**config.mk**
```make
export PLATFORM = sky130hd
export DESIGN_NAME = avalon_clint_flat
export DESIGN_NICKNAME = d
export VERILOG_FILES = /design/src/rtl/avalon_clint_if.sv /design/src/rtl/avalon_clint.sv /design/src/flat_wrapper.sv
export SDC_FILE = /design/constraint.sdc
export NUM_CORES = 1
export LEC_CHECK = 0
export BUFFER_PORTS_ARGS = -buffer_cell sky130_fd_sc_hd__buf_2
export CAP_MARGIN = 5
export CORE_UTILIZATION = 46
export DETAILED_ROUTE_END_ITERATION = 12
export MAX_ROUTING_LAYER = met4
export PLACE_DENSITY = 0.7
export SLEW_MARGIN = 20
export SYNTH_ARGS = -nofsm -noshare
export SYNTH_HDL_FRONTEND = slang
export SYNTH_SLANG_ARGS = --single-unit
```
**constraint.sdc**
```tcl
create_clock -name clk -period 5.45 [get_ports clk]
set_input_delay 0.8175 -clock clk [delete_from_list [all_inputs] [get_ports clk]]
set_output_delay 0.8175 -clock clk [all_outputs]
set_load 0.01 [all_outputs]
```
**src/rtl/avalon_clint_if.sv**
```systemverilog
// Avalon-MM slave bus bundle for the core-local interruptor register window.
interface avalon_clint_if;
  logic        avn_read;
  logic        avn_write;
  logic [15:0] avn_address;
  logic [3:0]  avn_byte_enable;
  logic [31:0] avn_writedata;
  logic [31:0] avn_readdata;
  logic        avn_waitrequest;

  modport master (
    output avn_read, avn_write, avn_address, avn_byte_enable, avn_writedata,
    input  avn_readdata, avn_waitrequest
  );

  modport slave (
    input  avn_read, avn_write, avn_address, avn_byte_enable, avn_writedata,
    output avn_readdata, avn_waitrequest
  );
endinterface

```
**src/rtl/avalon_clint.sv**
```systemverilog
// Core-local interruptor: prescaled 64-bit mtime, 64-bit mtimecmp and msip,
// exposed as 32-bit Avalon-MM registers; drives software/timer interrupts.
module avalon_clint #(
  parameter int unsigned TICK_DIV = 50
) (
  input  logic          clk,
  input  logic          rst_n,
  input  logic          halt,
  avalon_clint_if.slave avn,
  output logic          software_interrupt,
  output logic          timer_interrupt
);

  localparam logic [15:0] TICK_MAX   = 16'(TICK_DIV - 1);
  localparam logic [13:0] A_MSIP     = 14'h0000;
  localparam logic [13:0] A_CMP_LO   = 14'h1000;
  localparam logic [13:0] A_CMP_HI   = 14'h1001;
  localparam logic [13:0] A_MTIME_LO = 14'h2FFE;
  localparam logic [13:0] A_MTIME_HI = 14'h2FFF;

  logic [15:0] tick_cnt_q, tick_cnt_d;
  logic [63:0] mtime_q, mtime_d;
  logic [63:0] mtimecmp_q, mtimecmp_d;
  logic        msip_q, msip_d;
  logic        timer_irq_q, timer_irq_d;
  logic [31:0] rdata_q, rdata_d;
  logic        tick;
  logic [13:0] word;
  logic        unused_addr_lsbs;

  function automatic logic [31:0] merge_bytes(input logic [31:0] old_val,
                                              input logic [31:0] wdata,
                                              input logic [3:0]  be);
    logic [31:0] res;
    res = old_val;
    for (int k = 0; k < 4; k++) begin
      if (be[k]) res[8*k +: 8] = wdata[8*k +: 8];
    end
    return res;
  endfunction

  assign word             = avn.avn_address[15:2];
  assign unused_addr_lsbs = ^avn.avn_address[1:0];
  assign tick             = !halt && (tick_cnt_q == TICK_MAX);

  // NOTE: every variable gets a default before any conditional update so the
  // block stays purely combinational and no latch is inferred.
  always_comb begin
    tick_cnt_d  = tick_cnt_q;
    mtime_d     = tick ? mtime_q + 64'd1 : mtime_q;
    mtimecmp_d  = mtimecmp_q;
    msip_d      = msip_q;
    rdata_d     = rdata_q;
    timer_irq_d = (mtime_q >= mtimecmp_q);

    if (!halt) tick_cnt_d = tick ? 16'd0 : tick_cnt_q + 16'd1;

    // A software write to mtime overrides the tick; the other word keeps its
    // pre-increment value so no carry leaks across.
    if (avn.avn_write) begin
      unique case (word)
        A_MSIP:     if (avn.avn_byte_enable[0]) msip_d = avn.avn_writedata[0];
        A_CMP_LO:   mtimecmp_d[31:0]  = merge_bytes(mtimecmp_q[31:0], avn.avn_writedata, avn.avn_byte_enable);
        A_CMP_HI:   mtimecmp_d[63:32] = merge_bytes(mtimecmp_q[63:32], avn.avn_writedata, avn.avn_byte_enable);
        A_MTIME_LO: mtime_d = {mtime_q[63:32], merge_bytes(mtime_q[31:0], avn.avn_writedata, avn.avn_byte_enable)};
        A_MTIME_HI: mtime_d = {merge_bytes(mtime_q[63:32], avn.avn_writedata, avn.avn_byte_enable), mtime_q[31:0]};
        default: ;
      endcase
    end

    if (avn.avn_read) begin
      unique case (word)
        A_MSIP:     rdata_d = {31'd0, msip_q};
        A_CMP_LO:   rdata_d = mtimecmp_q[31:0];
        A_CMP_HI:   rdata_d = mtimecmp_q[63:32];
        A_MTIME_LO: rdata_d = mtime_q[31:0];
        A_MTIME_HI: rdata_d = mtime_q[63:32];
        default:    rdata_d = 32'd0;
      endcase
    end
  end

  // NOTE: state registers use non-blocking assignments so every flop samples
  // the pre-edge values regardless of statement order.
  always_ff @(posedge clk) begin
    if (!rst_n) begin
      tick_cnt_q  <= 16'd0;
      mtime_q     <= 64'd0;
      mtimecmp_q  <= 64'hFFFF_FFFF_FFFF_FFFF;
      msip_q      <= 1'b0;
      timer_irq_q <= 1'b0;
      rdata_q     <= 32'd0;
    end else begin
      tick_cnt_q  <= tick_cnt_d;
      mtime_q     <= mtime_d;
      mtimecmp_q  <= mtimecmp_d;
      msip_q      <= msip_d;
      timer_irq_q <= timer_irq_d;
      rdata_q     <= rdata_d;
    end
  end

  assign avn.avn_readdata    = rdata_q;
  assign avn.avn_waitrequest = 1'b0;
  assign software_interrupt  = msip_q;
  assign timer_interrupt     = timer_irq_q;

endmodule

```
**src/flat_wrapper.sv**
```systemverilog
// flat-port wrapper written by rule: the top's interface ports become plain ports
module avalon_clint_flat 
#(
  parameter int unsigned TICK_DIV = 50
)
  (clk, rst_n, halt, software_interrupt, timer_interrupt, avn_avn_read, avn_avn_write, avn_avn_address, avn_avn_byte_enable, avn_avn_writedata, avn_avn_readdata, avn_avn_waitrequest);
  avalon_clint_if avn_i ();
  input  logic clk;
  input  logic rst_n;
  input  logic halt;
  output logic software_interrupt;
  output logic timer_interrupt;
  input wire logic [$bits(avn_i.avn_read)-1:0] avn_avn_read;
  input wire logic [$bits(avn_i.avn_write)-1:0] avn_avn_write;
  input wire logic [$bits(avn_i.avn_address)-1:0] avn_avn_address;
  input wire logic [$bits(avn_i.avn_byte_enable)-1:0] avn_avn_byte_enable;
  input wire logic [$bits(avn_i.avn_writedata)-1:0] avn_avn_writedata;
  output wire logic [$bits(avn_i.avn_readdata)-1:0] avn_avn_readdata;
  output wire logic [$bits(avn_i.avn_waitrequest)-1:0] avn_avn_waitrequest;
  assign avn_i.avn_read = avn_avn_read;
  assign avn_i.avn_write = avn_avn_write;
  assign avn_i.avn_address = avn_avn_address;
  assign avn_i.avn_byte_enable = avn_avn_byte_enable;
  assign avn_i.avn_writedata = avn_avn_writedata;
  assign avn_avn_readdata = avn_i.avn_readdata;
  assign avn_avn_waitrequest = avn_i.avn_waitrequest;
  avalon_clint #(.TICK_DIV(TICK_DIV)) u_core (.clk(clk), .rst_n(rst_n), .halt(halt), .avn(avn_i), .software_interrupt(software_interrupt), .timer_interrupt(timer_interrupt));
endmodule
```
==> results.md <==
| Step | Result | This run |
|---|---|---|
| drt | DRT Pass-1 Iters | 8 |
| worst setup path | Largest incremental delay on the critical path | 0.61 ns |
| job | Max-cap violations | 0 |
| finish | Fillers | 2224 |
| clocking | Cts repair resizes | 0 |
| worst setup path | Crit path arrival time | 3.66 ns |
| worst setup path | Crit path top cell by count | sky130_fd_sc_hd__nor4_1 |
| timing | Pins over their slew limit | 0 |
| yosys | Mapped cell area | 10900 sq um |
| pwr | Total Power Consumption | 2630 uW |
| timing | Worst-margin pin slew | 1.01 ns |
| global route | Global-route total usage across every layer | 30.6% |
| yosys | Mapped Cells | 1339 |
| yosys | Xor-xnor portion of the synthesized cell area | 2.10% |
| yosys | EDFF count, synth | 0 |
| worst setup path | Required time of the critical path | 5.82 ns |
| yosys | Post-synthesis compound-gate area fraction | 20.1% |
| worst setup path | Startpoint-to-endpoint class of the critical path | input pin to register |
| yosys | Leading register cell type out of synthesis | sky130_fd_sc_hd__dfxtp_1 |
| timing | Highest clock rate | 303 MHz |
| finish | Reg area | 3560 sq um |
| finish | Fraction of final layout cells sized beyond drive strength 1 | 14.0% |
| finish | Inserted Diodes | 0 |
| worst setup path | Startpoint type of the worst setup path | input pin |
| global route | Overall overflow remaining after global route | 0 |
| place | HPWL after detailed placement | 25600 um |
| yosys | Share of synthesized area occupied by flip-flops and latches | 32.8% |
| drt | Antenna Violating Nets Remaining | 0 |
| clocking | Clock transition at the registers of the reported paths | 0.07 ns |
| yosys | Syn nets | 1463 |
| die | Floorplan die height | 156 um |
| timing | Final TNS setup | 0 ns |
| clocking | CTS tree | yes |
| pwr | Maximum VDD drop | 0.000160 V |
| drt | DRC errors left | 0 |
| die | Overall die area | 24200 sq um |
| pwr | Cell Pwr Density | 218 nW/um^2 |
| drt | Total wire length | 35000 um |
| timing | Unrepaired setup endpoints after global routing | false |
| yosys | Top cells by area in the synthesized netlist | sky130_fd_sc_hd__dfxtp_1 33%, sky130_fd_sc_hd__ha_1 7.7%, sky130_fd_sc_hd__nand2_1 6.9% |
| timing | Hold violation total from the final report | 0 |
| yosys | #FFs+latches synth | 178 |
| hold path | Hold Crit Class | register to register |
| clocking | Number of buffers added by the clock tree synthesis step | 17 |
| timing | Smallest setup slack after layout | 2.15 ns |
| place | IO Port Bufs | 88 |
| drt | Average routed wire per standard cell | 20.4 um |
| finish | Area of all placed cells without fillers | 12100 sq um |
| yosys | Count of unique library cells instantiated by Yosys | 86 |
| timing | Final Cycle Share | 60.5% |
| clocking | Source-to-sink clock delay at the later pin of the worst-skew pair | 0.45 ns |
| yosys | Post-synth top area cell | sky130_fd_sc_hd__dfxtp_1 |
| clocking | Post-CTS setup buffers | 0 |
| worst setup path | Worst setup EP type | register |
| yosys | Largest family of logic cells by synthesized area | simple AND/OR/NAND/NOR gates |
| timing | Final number of setup-violating endpoints | 0 |
| drt | Vias | 10.9k |
| die | Horizontal die dimension | 156 um |
| finish | Most frequent cells in the layout | 200 x sky130_fd_sc_hd__nand2_1, 178 x sky130_fd_sc_hd__dfxtp_1, 88 x sky130_fd_sc_hd__buf_2 |
| yosys | Synthesized area per cell | 8.11 sq um |
| finish | Growth of design area from synthesis to finish | 11.1% |
| die | Number of top-level pins | 92 |
| timing | Final period demand of the worst path | 3.30 ns |
| die | Initial core utilization | 47.4% |
| global route | Global-route wire length before repair | 56200 um |
| place | Placed cell area | 11500 sq um |
| die | Area of the core | 22900 sq um |
| timing | Worst slew margin | 32.4% |
| global route | Number of global-route vias before repair | 10.1k |
| clocking | Hold buffer count at CTS | 0 |
| yosys | Post-synthesis share of cell area spent on full adders, half adders and majority gates | 7.72% |
| drt | DRC violation total after the first TritonRoute iteration | 1365 |
| outcome | Result of the run | finished clean |
| worst setup path | Cell-by-cell trace of the critical path | buf_2 -> nor4_1 -> and4_1 -> nand3_1 -> buf_4 -> nor4_1 -> or3b_2 -> a31oi_1 |
| place | Worst slack, placed | 1.78 ns |
| pwr | Static leakage power | 0.00524 uW |
| timing | Worst-case clock skew | 0.0113 ns |
| finish | Net count, final | 1511 |
| global route | Initial antenna violation count | 0 |
| yosys | Yosys warns | 0 |
| clocking | Deepest clock path buffer count | 2 |
| die | Rows | 55 |
| clocking | Clock sink total | 178 |
| yosys | FFs w/ async S/R, synth | 0% |
| yosys | Simple-gate share of the synthesized area | 23.6% |
| place | Final RePlAce weighted congestion | 0.971 |
| global route | Pin count of the biggest net entering global routing | 57 |
| drt | Via/cell ratio | 6.33 |
| yosys | Mux contribution to synthesized area | 7.88% |
| worst setup path | Slowest CP cell | sky130_fd_sc_hd__nor4_1 |
| finish | Combined area of the multi-input logic cells | 6680 sq um |
| yosys | Post-synth top area share | 32.8% |
| finish | Most common library cell in the layout ignoring fill and taps | sky130_fd_sc_hd__nand2_1 |
| clocking | Number of levels the H-tree was split into | 4 |
| clocking | Clock tree root driver cell | sky130_fd_sc_hd__clkbuf_16 |
| worst setup path | Crit path max fanout | 15 |
-- path summary, 6_finish.rpt --
path / start / endpoint / slack, ns / depth (start not counted)
worst max-delay path: halt / u_core.mtime_q[45]$_SDFFE_PN0P_ / 2.15 / 8
worst min-delay path: u_core.avn.avn_readdata[29]$_SDFFE_PN0P_ / u_core.avn.avn_readdata[29]$_SDFFE_PN0P_ / 0.45 / 2
worst max register to register: u_core.mtime_q[28]$_SDFFE_PN0P_ / u_core.mtime_q[46]$_SDFFE_PN0P_ / 2.31 / 6
worst min register to register: u_core.avn.avn_readdata[29]$_SDFFE_PN0P_ / u_core.avn.avn_readdata[29]$_SDFFE_PN0P_ / 0.45 / 2
-- registers in the layout (all words and copies together) (netlist names) --
| signal | cells |
|---|---|
| u_core.software_interrupt | 1 |
| u_core.mtimecmp_q | 64 |
| u_core.tick_cnt_q | 16 |
| u_core.timer_interrupt | 1 |
| u_core.avn.avn_readdata | 32 |
| u_core.mtime_q | 64 |
-- power by group --
| part | internal, uW | switching, uW | total, uW |
|---|---|---|---|
| clock | 667 | 538 | 1210 |
| sequential | 1300 | 1.79 | 1300 |
| combinational | 35.2 | 82.2 | 117 |
-- per-layer routing --
layer  GRT usage (%)  wire length (um)  vias to the layer above
li1                -                 -                     5091
met1            41.4             15600                     5163
met2            46.5             15700                      522
met3            4.33              2800                       74
met4            10.6               903                        0
met5               -                 0                        -
-- layout make-up --
cell class	count	area share [%]
Multi-Input combinational cell	1005	55.4
Sequential cell	178	29.5
Timing Repair Buffer	104	4.65
Clock buffer	25	4.02
Tap cell	313	3.25
Inverter	81	2.52
Clock inverter	7	0.633
-- synthesized netlist by cell type, drive strengths merged (15+ instances only) --
master	instances
a211oi	18
a21oi	57
a222oi	30
a31oi	23
and3	23
clkbuf	65
dfxtp	178
ha	67
inv	81
mux2	36
mux2i	45
nand2	200
nand3	60
nand4	37
nor2	58
nor3	28
nor4	33
o211ai	51
o21ai	78
or3	15
-- metrics by stage --
step | cells | util, % | hold WS [ns]
finish | 1713 | 52.6 | 0.450
global route | 1713 | 52.6 | 0.481
CTS | 1713 | 52.6 | 0.454
detailed placement | 1681 | 50.2 | 0.438
global placement | 1681 | 50.2 | 0.431
floorplan | 1339 | - | 0.466
-- logic make-up (layout without fill, tap and decap cells) --
logic type / Yosys count / after routing
AOI/OAI and AO/OA: 320 / 320
adders and majority gates: 67 / 67
xor gates and xnor gates: 26 / 26
other: 1 / 1
DFF: 178 / 178
and+or+nand+nor: 510 / 510
muxes: 81 / 81
buffers and inverters: 156 / 217
-- critical path, delay by kind of cell --
kind	cells	cell delay, ns
simple gates	5	2.30
buf+inv	2	0.37
compound gates	1	0.17
No activity file was read; power rests on OpenSTA's default activity.
